==> src/rtl/svn_scan.sv <==
// svn_scan: time-multiplexed scan controller for a 4-digit common-anode display.
// Optional build macro LEADING_ZERO_BLANK_EN suppresses leading zero digits.
module svn_scan #(
  parameter int unsigned REFRESH_DIV = 32'd100000,
  parameter int unsigned DEAD_CYCLES = 32'd0
) (
  input  logic        clk,
  input  logic        rst_n,
  input  logic        en,
  input  logic [15:0] value,
  input  logic [3:0]  blank,
  output logic [3:0]  digit,
  output logic [3:0]  AN,
  output logic        frame_done
);

  typedef enum logic [1:0] {
    S_IDLE = 2'd0,
    S_SHOW = 2'd1,
    S_GAP  = 2'd2
  } state_t;

  localparam logic [19:0] SHOW_LAST = 20'(REFRESH_DIV - 32'd1);
  localparam logic [7:0]  GAP_LAST  = (DEAD_CYCLES > 32'd0) ? 8'(DEAD_CYCLES - 32'd1) : 8'd0;
  localparam bit          HAS_GAP   = (DEAD_CYCLES != 32'd0);

  state_t      state_q, state_d;
  logic [1:0]  idx_q, idx_d;
  logic [19:0] cnt_q, cnt_d;
  logic [7:0]  gcnt_q, gcnt_d;
  logic [15:0] shv_q, shv_d;
  logic [3:0]  shb_q, shb_d;
  logic        fd_q, fd_d;
  logic        advance_s;
  logic        load_s;
  logic [3:0]  eff_blank_s;

`ifdef LEADING_ZERO_BLANK_EN
  // A digit is a leading zero when it and every more-significant nibble are zero.
  function automatic logic [3:0] lz_mask(input logic [15:0] v);
    logic [3:0] m;
    m[3] = (v[15:12] == 4'h0);
    m[2] = m[3] & (v[11:8] == 4'h0);
    m[1] = m[2] & (v[7:4] == 4'h0);
    m[0] = 1'b0;
    return m;
  endfunction

  assign eff_blank_s = blank | lz_mask(value);
`else
  assign eff_blank_s = blank;
`endif

  assign frame_done = fd_q;

  // State and datapath registers with synchronous active-low reset.
  always_ff @(posedge clk) begin
    if (!rst_n) begin
      state_q <= S_IDLE;
      idx_q   <= 2'd0;
      cnt_q   <= 20'd0;
      gcnt_q  <= 8'd0;
      shv_q   <= 16'h0000;
      shb_q   <= 4'b1111;
      fd_q    <= 1'b0;
    end else begin
      state_q <= state_d;
      idx_q   <= idx_d;
      cnt_q   <= cnt_d;
      gcnt_q  <= gcnt_d;
      shv_q   <= shv_d;
      shb_q   <= shb_d;
      fd_q    <= fd_d;
    end
  end

  // Next-state logic: scan sequencing, counters and frame-boundary shadow loads.
  always_comb begin
    state_d   = state_q;
    idx_d     = idx_q;
    cnt_d     = cnt_q;
    gcnt_d    = gcnt_q;
    fd_d      = 1'b0;
    advance_s = 1'b0;
    load_s    = (state_q == S_IDLE);

    if (!en) begin
      state_d = S_IDLE;
      idx_d   = 2'd0;
      cnt_d   = 20'd0;
      gcnt_d  = 8'd0;
    end else begin
      case (state_q)
        S_IDLE: begin
          state_d = S_SHOW;
          idx_d   = 2'd0;
          cnt_d   = 20'd0;
          gcnt_d  = 8'd0;
        end
        S_SHOW: begin
          if (cnt_q == SHOW_LAST) begin
            cnt_d = 20'd0;
            if (HAS_GAP) begin
              state_d = S_GAP;
              gcnt_d  = 8'd0;
            end else begin
              advance_s = 1'b1;
            end
          end else begin
            cnt_d = cnt_q + 20'd1;
          end
        end
        S_GAP: begin
          if (gcnt_q == GAP_LAST) begin
            advance_s = 1'b1;
          end else begin
            gcnt_d = gcnt_q + 8'd1;
          end
        end
        default: begin
          state_d = S_IDLE;
          idx_d   = 2'd0;
          cnt_d   = 20'd0;
          gcnt_d  = 8'd0;
        end
      endcase
    end

    // Leaving digit 3 closes the frame: reload shadows and flag completion.
    if (advance_s) begin
      state_d = S_SHOW;
      idx_d   = idx_q + 2'd1;
      cnt_d   = 20'd0;
      if (idx_q == 2'd3) begin
        load_s = 1'b1;
        fd_d   = 1'b1;
      end else begin
        load_s = load_s;
      end
    end else begin
      fd_d = 1'b0;
    end

    if (load_s) begin
      shv_d = value;
      shb_d = eff_blank_s;
    end else begin
      shv_d = shv_q;
      shb_d = shb_q;
    end
  end

  // Output decode from registered state only.
  always_comb begin
    AN    = 4'b1111;
    digit = 4'hf;
    case (state_q)
      S_SHOW: begin
        if (shb_q[idx_q]) begin
          AN    = 4'b1111;
          digit = 4'hf;
        end else begin
          AN    = ~(4'b0001 << idx_q);
          digit = shv_q[{idx_q, 2'b00} +: 4];
        end
      end
      S_IDLE: begin
        AN    = 4'b1111;
        digit = 4'hf;
      end
      S_GAP: begin
        AN    = 4'b1111;
        digit = 4'hf;
      end
      default: begin
        AN    = 4'b1111;
        digit = 4'hf;
      end
    endcase
  end

endmodule

==> config.mk <==
export PLATFORM = sky130hd
export DESIGN_NAME = svn_scan
export DESIGN_NICKNAME = d
export VERILOG_FILES = /design/src/rtl/svn_scan.sv
export SDC_FILE = /design/constraint.sdc
export NUM_CORES = 1
export LEC_CHECK = 0
export BUFFER_PORTS_ARGS = -buffer_cell sky130_fd_sc_hd__buf_4
export CAP_MARGIN = 30
export CORE_MARGIN = 2
export CORE_UTILIZATION = 50
export DETAILED_ROUTE_END_ITERATION = 10
export PLACE_DENSITY = 0.74
export REMOVE_ABC_BUFFERS = 1
export SLEW_MARGIN = 20
export SYNTH_ARGS = -nofsm -noshare
export SYNTH_HDL_FRONTEND = slang
export SYNTH_SLANG_ARGS = --single-unit
==> constraint.sdc <==
create_clock -name clk -period 2 [get_ports clk]
set_input_delay 0.5 -clock clk [delete_from_list [all_inputs] [get_ports clk]]
set_output_delay 0.5 -clock clk [all_outputs]
set_load 0.005 [all_outputs]
== Word-level counts from Yosys, hierarchy flattened ==
Cells that the tools add are included.

* Word-level logic and storage cells: 54
* Bits in registers: 53
* Output and inout bits: 9

* Add/sub/neg operators: 3
* Muxes and demuxes: 23
* Bitwise operators: 4
* Equal/unequal tests: 6
* Shift operators: 2
* $lt $le $gt $ge: 1
* Reductions and logical operators: 7

{| class="wikitable"
|+ Operators with widths
! kind !! number
|-
| case mux 20 bit (2 select lines) || 1
|-
| adder 20 x 1 -> 20 bit (second input constant) || 1
|-
| equality test 20 x 17 -> 1 bit (second input constant) || 1
|-
| 2-to-1 mux 20 bit || 1
|-
| 2-to-1 mux 4 bit || 4
|-
| case mux 8 bit (2 select lines) || 1
|-
| indexed part select 16 x 5 -> 4 bit || 1
|-
| 2-to-1 mux 1 bit || 9
|-
| adder 8 x 1 -> 8 bit (second input constant) || 1
|-
| zero test 8 bit || 1
|-
| 2-to-1 mux 8 bit || 1
|-
| 2-to-1 mux 2 bit || 3
|-
| AND reduction 2 bit || 3
|-
| equality test 2 bit (second input constant) || 2
|-
| NOT 4 bit || 1
|-
| case mux 2 bit (2 select lines) || 1
|-
| left shift 1 x 2 -> 4 bit (first input constant) || 1
|-
| < comparator 2 x 3 -> 1 bit (second input constant) || 1
|-
| inequality test 3 x 2 -> 1 bit (second input constant) || 1
|-
| NOT 1 bit || 3
|-
| OR reduction 3 bit || 1
|-
| adder 2 x 1 -> 2 bit (second input constant) || 1
|-
| binary-select mux 1 bit (select 2 bit) || 1
|-
| equality test 2 x 1 -> 1 bit (second input constant) || 1
|-
| other kinds (4) || 4
|}

== Logic depth before layout (Yosys ltp) ==
Gate-level depths: netlist of the first run.

* Depth after elaboration: 5
* Depth in mapped cells: 6
* Mapped depth without buffers: 5

== Worst setup path after synthesis of the first run ==
No wires, ideal clock.

* Path kind: register -> output
* Start: register idx_q[0]
* End: output port AN[0]
* Slack: -0.072 ns
* Arrival time: 1.572 ns
* Path buffers: 1
* Cell stages (with the launch flop): 5
* Path through: dfxtp_1 clkbuf_1 mux4_2 nor2b_1 nand2_1

* Word-level cells in the longest chain between the ends: 4

{| class="wikitable"
|+ RTL lines
! item !! line !! text
|-
| from (decl) || 28 || <nowiki>logic [1:0] idx_q, idx_d;</nowiki>
|-
| from (signal assigned) || 68 || <nowiki>idx_q <= idx_d;</nowiki>
|-
| binary-select mux 1 bit (select 2 bit) / left shift 1 x 2 -> 4 bit (equally long branches) || 159, 163 ||
|-
| 2-to-1 mux 1 bit (implied by the code) / NOT 4 bit (equally long branches) || 159, 163 ||
|-
| 2-to-1 mux 4 bit * || 159 || <nowiki>if (shb_q[idx_q]) begin</nowiki>
|-
| 2-to-1 mux 4 bit * || 157 || <nowiki>case (state_q)</nowiki>
|-
| to (decl) || 13 || <nowiki>output logic [3:0] AN,</nowiki>
|}

Mark *: on every way between the ends. The rest lies on a longest branch, timed or not. The select of a mux whose other input is x is not followed.

== Final worst setup path of the first run ==
* Start: register idx_q[0]
* End: output port AN[3]

The elaborated chain is that of the path after synthesis.

==> impl_metrics.csv, run 1 <==
group,metric,value,unit
outcome,status,"complete, but fails checks",
outcome,violated_checks,"negative setup slack",
critical_path,critPathArrivalTime,1.60,ns
sta,timing_max_transition_violations_final,0,
clock_tree,cts-root-to-sink-buffers,2,
layout,antenna-diode-count,0,
layout,layoutNonFillerInstCount,323,
job,max_cap_violations,0,
global_route,maximum_number_of_pins_on_one_net_before_global_route_repair,23,
pwr,p_leak,0.000943,uW
critical_path,timing.critical_path.slowest_stage_cell,"sky130_fd_sc_hd__mux4_2",
synth,synth.distinct_cells,35,
placement,placed_cells,316,
pwr,peakVddDrop,0.000445,V
layout,final_nets,301,
layout,fill_cells,344,
synth,postSynth.topFlopCell,"sky130_fd_sc_hd__dfxtp_1",
sta,achievable-frequency,476,MHz
critical_path,critPathLaunchType,"flip-flop",
synth,ys_async_sr_fraction,0,
sta,tightestPinTransition,0.377,ns
synth,netlist.area_leader.share,0.414,
critical_path,worst_ep_required_time,1.50,ns
floorplanning,die_area,4790,um^2
sta,crit_path_setup_slack_layout,-0.0995,ns
synth,synth.cell_area,2130,um^2
clock_tree,cts.sinks,44,
floorplanning,core-area,4060,um^2
synth,seq_area_frac_synth,0.414,
placement,gpl.final_weighted_congestion,0.785,
synth,ys_seq_elements,44,
drt,drtAntennaViolNets,0,
layout,finalCoreUtilization,0.637,
clock_tree,cts.clk_slew.worst_paths,0.08,ns
global_route,first_global_vias,1679,
clock_tree,numCtsBuffers,5,
global_route,antenna_found_initial,0,
drt,detail_route.first_pass.iterations,4,
floorplanning,start_util,0.525,
drt,dr_total_vias,1699,
clock_tree,clk-insertion-delay-late,0.29,ns
layout,area_growth,21.5,%
sta,final_hold_violation_count,0,
drt,highest-signal-layer,"met4",
drt,met1_length,1.90,mm
placement,post-dp-hpwl,2.83,mm
global_route,globalRoute.totalOverflow,0,
critical_path,cp_common_cell,"sky130_fd_sc_hd__buf_4",
sta,unrepaired_setup_endpoints_after_global_routing,"true",
synth,synth_top_area_cell,"sky130_fd_sc_hd__dfxtp_1",
sta,finalSetupViolCount,8,
global_route,grt_pass1_wl,7.03,mm
layout,final_cell_mix,"47 x sky130_fd_sc_hd__nand2_1, 42 x sky130_fd_sc_hd__dfxtp_1, 40 x sky130_fd_sc_hd__buf_4, 20 x sky130_fd_sc_hd__mux2i_1, 18 x sky130_fd_sc_hd__nor2_1",
critical_path,critical_path.cell_chain,"mux4_2 -> nor2b_1 -> buf_4 -> nand2_1 -> buf_4",
synth,syn-instance-count,235,
critical_path,cp-end-kind,"output pin",
clock_tree,post_cts_hold_buffer_count,0,
layout,postLayoutCellArea,2580,um^2
critical_path,setup.worst_path.class,"reg2out",
drt,wirelength,3.95,mm
drt,route.met2.wl,1.84,mm
critical_path,timing.critical_path.slowest_cell_delay,0.48,ns
floorplanning,ioPinCount,32,
sta,timing.clock.skew,0.00125,ns
sta,fin_crit_sh,1.05,
layout,final_layout_size_suffix_gt1_frac,0.227,
drt,vias_per_cell,5.26,
sta,finalHoldWorstSlack,0.444,ns
synth,syn_area_per_cell,9.06,um^2
layout,layout_commonest_cell,"sky130_fd_sc_hd__nand2_1",
global_route,grt_util_all_layers,0.182,
synth,synth_edf_count,0,
floorplanning,fp-row-count,23,
synth,post_synth_main_area_contributors,"sky130_fd_sc_hd__dfxtp_1 41%, sky130_fd_sc_hd__mux2i_1 9.4%, sky130_fd_sc_hd__nand2_1 8.3%, sky130_fd_sc_hd__mux4_2 5.3%, sky130_fd_sc_hd__xnor2_1 4.5%",
clock_tree,tritoncts,"built",
floorplanning,chipHeight,69.2,um
floorplanning,dieWidth,69.2,um
synth,synth-warning-count,0,
drt,met3WireLength,149,um
sta,relSlewSlack,0.747,
critical_path,crit_path_max_fanout,8,
clock_tree,clock_tree.htree_level_count,2,
placement,io_buffers,31,
drt,post-route-drc-count,0,
drt,wl_per_cell,12.2,um
pwr,power_density,631,nW/um^2
min_path,worst_hold_path_type,"in2reg",
sta,finalWorstPathRequiredPeriod,2.10,ns
clock_tree,clock_tree.root_cell,"sky130_fd_sc_hd__clkbuf_8",
placement,placed_area,2480,um^2
drt,drt_iter0_markers,53,
-- repair_timing --
action | in CTS | in global routing
setup endpoints to repair | 8 | 8
gates cloned | 0 | 0
pin swaps | 1 | 0
buffers inserted | 0 | 0
gates resized for setup | 3 | 0
-- critical path: cells and delay by family, from the launching register on --
| family | cells | cell delay, ns |
|---|---|---|
| buf+inv | 2 | 0.30 |
| flops | 1 | 0.35 |
| mux | 1 | 0.48 |
| simple gates | 2 | 0.18 |
-- layout make-up --
class | instances | area, um^2 | share of cell area
clock buffer | 7 | 96.3 | 0.0373
inverter | 7 | 26.3 | 0.0102
multi-input combinational | 172 | 1160 | 0.451
sequential | 44 | 883 | 0.342
tap | 50 | 62.6 | 0.0242
timing repair buffer | 43 | 352 | 0.136
-- kinds of logic (layout without fill, tap and decap cells) --
| kind of cell | count (synthesis) | after routing | synth area share |
|---|---|---|---|
| buffers and inverters | 19 | 57 | 0.0388 |
| AND/OR/NAND/NOR | 114 | 114 | 0.273 |
| multiplexers | 25 | 25 | 0.147 |
| XOR/XNOR | 14 | 14 | 0.0576 |
| AO/OA/AOI/OAI | 14 | 14 | 0.0406 |
| flip-flops | 44 | 44 | 0.414 |
| adder cells (fa/ha/maj) | 5 | 5 | 0.0294 |
-- routing by layer --
layer  vias up  global-route usage
met5         -                   0
met4         0              0.0632
met3         6              0.0610
met2        25               0.297
met1       795               0.224
li1        873                   -
-- synth_stat cells (7+ instances only) --
library cell / instances
sky130_fd_sc_hd__nand2_1: 47
sky130_fd_sc_hd__dfxtp_1: 44
sky130_fd_sc_hd__mux2i_1: 20
sky130_fd_sc_hd__nor2_1: 18
sky130_fd_sc_hd__xnor2_1: 11
sky130_fd_sc_hd__nor2b_1: 9
sky130_fd_sc_hd__clkbuf_1: 7
sky130_fd_sc_hd__inv_1: 7
sky130_fd_sc_hd__nor4_1: 7
-- path summary, 6_finish.rpt --
path	endpoint	depth (start not counted)	startpoint	slack, ns
setup reg to reg	cnt_q[18]$_SDFF_PP0_	5	cnt_q[0]$_SDFF_PP0_	0.19
hold / removal	state_q[0]$_SDFFE_PN0P_	2	en	0.44
hold reg to reg	cnt_q[0]$_SDFF_PP0_	1	cnt_q[0]$_SDFF_PP0_	0.46
setup / recovery	AN[3]	5	idx_q[0]$_SDFFE_PN0P_	-0.1
-- flip-flops by register name, indices dropped and copies added (netlist names) --
name / count
state_q: 1
idx_q: 2
frame_done: 1
cnt_q: 20
shv_q: 16
shb_q: 4
-- where the power goes --
part / switching (uW) / internal (uW)
clock: 281 / 307
sequential: 14.2 / 904
combinational: 51.1 / 73.9
-- stage by stage --
step                setup TNS (ns)  setup WS, ns  total power, uW
floorplan                    -6.41        -0.336             1000
global route                 -1.48        -0.195             1710
CTS                         -0.835        -0.108             1650
finish                      -0.774       -0.0995             1630
detailed placement               0         0.194             1070
global placement                 0         0.205             1060
No activity file was read; power rests on OpenSTA's default activity.
==> run 2, diff against run 1 <==
- ABC_AREA: default -> 1
- CORE_UTILIZATION: 50 -> 51
- CTS_CLUSTER_SIZE: default -> 25
- PLACE_DENSITY: 0.74 -> 0.75
==> run 2 against run 1 <==
  * Highest routed layer unchanged
  * The run now ends clean
  * Final cell count grew 28%
  * First-iteration DRC count grew to 3.4 times the previous value
  * Critical endpoint is now digit[3]
  * Setup slack improved by 0.15 ns
  * Sequential share of layout area fell by 1.5 points
  * Critical path type unchanged
  * Critical path depth did not move
==> impl_metrics.csv, run 2 <==
group,metric,value,unit
outcome,status,"completed",
clock_tree,cts-root-to-sink-buffers,2,
drt,route.met2.wl,2.16,mm
critical_path,critPathLaunchType,"flip-flop",
global_route,grt_pass1_wl,8.43,mm
synth,synth.cell_area,2290,um^2
drt,met3WireLength,158,um
drt,wl_per_cell,11.8,um
drt,wirelength,4.88,mm
layout,area_growth,18.4,%
critical_path,setup.worst_path.class,"reg2out",
clock_tree,cts.clk_slew.worst_paths,0.08,ns
layout,final_cell_mix,"67 x sky130_fd_sc_hd__nand2_1, 46 x sky130_fd_sc_hd__nor2_1, 42 x sky130_fd_sc_hd__dfxtp_1, 35 x sky130_fd_sc_hd__buf_4, 33 x sky130_fd_sc_hd__inv_1",
pwr,p_leak,0.00110,uW
layout,largest_register,"cnt_q",
floorplanning,chipHeight,71.1,um
drt,vias_per_cell,5.09,
critical_path,cp-end-kind,"output pin",
layout,postLayoutCellArea,2720,um^2
pwr,net_switching_share_of_the_total_power,0.233,
critical_path,critPathArrivalTime,1.44,ns
global_route,grt_util_all_layers,0.207,
placement,gpl.final_weighted_congestion,0.813,
drt,drtAntennaViolNets,0,
drt,detail_route.first_pass.iterations,4,
pwr,power_density,605,nW/um^2
synth,postSynth.topFlopCell,"sky130_fd_sc_hd__dfxtp_1",
synth,post_synth_main_area_contributors,"sky130_fd_sc_hd__dfxtp_1 38%, sky130_fd_sc_hd__nand2_1 11%, sky130_fd_sc_hd__nor2_1 7.7%, sky130_fd_sc_hd__nand3_1 7.6%, sky130_fd_sc_hd__a21oi_2 5.7%",
layout,antenna-diode-count,0,
floorplanning,dieWidth,71.1,um
critical_path,crit_path_max_fanout,13,
synth,syn_area_per_cell,6.95,um^2
sta,timing.clock.skew,0.00531,ns
clock_tree,numCtsBuffers,5,
layout,flip_flop_count_of_the_largest_register_all_copies_and_words_added,20,
synth,seq_area_frac_synth,0.384,
clock_tree,cts.sinks,44,
placement,io_buffers,31,
sta,finalSetupViolCount,0,
sta,timing_max_transition_violations_final,0,
drt,post-route-drc-count,0,
synth,netlist.area_leader.share,0.384,
placement,placed_area,2550,um^2
clock_tree,clock_tree.root_cell,"sky130_fd_sc_hd__clkbuf_8",
clock_tree,post_cts_hold_buffer_count,0,
sta,tightestPinTransition,0.469,ns
drt,dr_total_vias,2106,
synth,synth.distinct_cells,26,
layout,largestRegisters,"cnt_q: 20 flops, shv_q: 16 flops, shb_q: 4 flops",
job,max_cap_violations,0,
global_route,antenna_found_initial,0,
sta,crit_path_setup_slack_layout,0.0552,ns
synth,netlist_top_cells_count,"67 x sky130_fd_sc_hd__nand2_1, 47 x sky130_fd_sc_hd__nor2_1, 44 x sky130_fd_sc_hd__dfxtp_1",
pwr,switchingPower,382,uW
drt,drt_iter0_markers,182,
synth,synthMostInstantiatedCell,"sky130_fd_sc_hd__nand2_1",
pwr,peakVddDrop,0.000398,V
sta,finalWorstPathRequiredPeriod,1.94,ns
drt,highest-signal-layer,"met4",
floorplanning,die_area,5050,um^2
floorplanning,ioPinCount,32,
global_route,globalRoute.totalOverflow,0,
clock_tree,clk-insertion-delay-late,0.30,ns
sta,fin_crit_sh,0.972,
layout,finalCoreUtilization,0.624,
sta,achievable-frequency,514,MHz
pwr,seq_power_share,0.559,
min_path,worst_hold_path_type,"in2reg",
global_route,first_global_vias,1915,
sta,final_hold_violation_count,0,
floorplanning,core-area,4350,um^2
sta,finalHoldWorstSlack,0.390,ns
global_route,maximum_number_of_pins_on_one_net_before_global_route_repair,39,
floorplanning,fp-row-count,24,
pwr,clockPowerShare,0.349,
synth,ys_async_sr_fraction,0,
clock_tree,clock_tree.htree_level_count,2,
drt,met1_length,2.48,mm
critical_path,worst_ep_required_time,1.50,ns
clock_tree,tritoncts,"built",
layout,layout_commonest_cell,"sky130_fd_sc_hd__nand2_1",
placement,post-dp-hpwl,3.33,mm
sta,relSlewSlack,0.685,
layout,final_layout_size_suffix_gt1_frac,0.227,
synth,synth_edf_count,0,
synth,ys_seq_elements,44,
layout,final_nets,389,
synth,synth-warning-count,0,
synth,synth_top_area_cell,"sky130_fd_sc_hd__dfxtp_1",
synth,syn-instance-count,330,
placement,setup_slack_placement,0.165,ns
sta,timing.setup.tns,0,ns
sta,unrepaired_setup_endpoints_after_global_routing,"true",
pwr,combinational_group_share_of_total_power,0.092,
pwr,intPower,1260,uW
floorplanning,start_util,0.527,
run 2: cell count changes in the layout (fill, tap and decap cells not counted), moves of 7 or more:
| cell | before | now |
|---|---|---|
| sky130_fd_sc_hd__a21oi_1 | 5 | 19 |
| sky130_fd_sc_hd__a21oi_2 | 1 | 15 |
| sky130_fd_sc_hd__inv_1 | 7 | 33 |
| sky130_fd_sc_hd__mux2i_1 | 20 | 0 |
| sky130_fd_sc_hd__nand2_1 | 47 | 67 |
| sky130_fd_sc_hd__nand3_1 | 5 | 32 |
| sky130_fd_sc_hd__nor2_1 | 18 | 46 |
| sky130_fd_sc_hd__nor2b_1 | 9 | 0 |
| sky130_fd_sc_hd__nor4_1 | 7 | 0 |
| sky130_fd_sc_hd__o21ai_0 | 3 | 14 |
| sky130_fd_sc_hd__xnor2_1 | 11 | 1 |
run 2: power by group through the flow:
| stage | Clock [uW] | Combinational, uW | Sequential, uW |
|---|---|---|---|
| after detailed placement | 0 | 147 | 940 |
| after CTS | 593 | 149 | 919 |
| final | 573 | 151 | 919 |
| after floorplan | 0 | 72.9 | 946 |
| after global placement | 0 | 145 | 939 |
| after global routing | 635 | 172 | 923 |
run 2: layer usage:
layer | track usage | up-vias
li1 | - | 1112
met1 | 0.295 | 958
met2 | 0.306 | 32
met3 | 0.0427 | 4
met4 | 0.0818 | 0
met5 | 0 | -
run 2: cell type report:
class / count / area [um^2]
multi-input cells: 232 / 1220
flip-flops and latches: 44 / 886
well taps: 52 / 65.1
inverters: 39 / 150
fillers: 406 / 1640
repair buffers: 39 / 308
clock buffers: 8 / 90.1
run 2: stage by stage:
stage,total power (uW),cells
floorplan,1020,315
global placement,1080,404
detailed placement,1090,404
CTS,1660,414
global route,1730,414
finish,1640,414
run 2: final timing paths:
| path | startpoint | end | slack, ns | depth (start not counted) |
|---|---|---|---|---|
| hold reg to reg | cnt_q[0]$_SDFF_PP0_ | cnt_q[0]$_SDFF_PP0_ | 0.48 | 1 |
| setup reg to reg | cnt_q[0]$_SDFF_PP0_ | shb_q[0]$_SDFFE_PN1P_ | 0.15 | 10 |
| hold / removal | en | state_q[0]$_SDFFE_PN0P_ | 0.39 | 3 |
| setup / recovery | idx_q[0]$_SDFFE_PN0P_ | digit[3] | 0.06 | 5 |
run 2: critical path, cell delays in order (launching register included):
cell and delay [ns]:
sky130_fd_sc_hd__dfxtp_2 0.34, sky130_fd_sc_hd__buf_6 0.14, sky130_fd_sc_hd__o21ai_2 0.15, sky130_fd_sc_hd__o221a_4 0.28
sky130_fd_sc_hd__nand3_1 0.09, sky130_fd_sc_hd__buf_4 0.14
run 2: cell families after synthesis:
logic type,Yosys count,share of synthesized area
adder cells (fa/ha/maj),5,0.0273
AND/OR/NAND/NOR,168,0.319
XOR/XNOR,8,0.0306
flip-flops,44,0.384
AO/OA/AOI/OAI,51,0.139
buffers and inverters,54,0.100
run 2: repair_timing:
| action | in CTS | in global routing |
|---|---|---|
| buffers inserted | 2 | 0 |
| gates resized for setup | 6 | 11 |
| pin swaps | 1 | 1 |
| setup endpoints to repair | 8 | 8 |
| endpoints found under the hold margin | 0 | 0 |
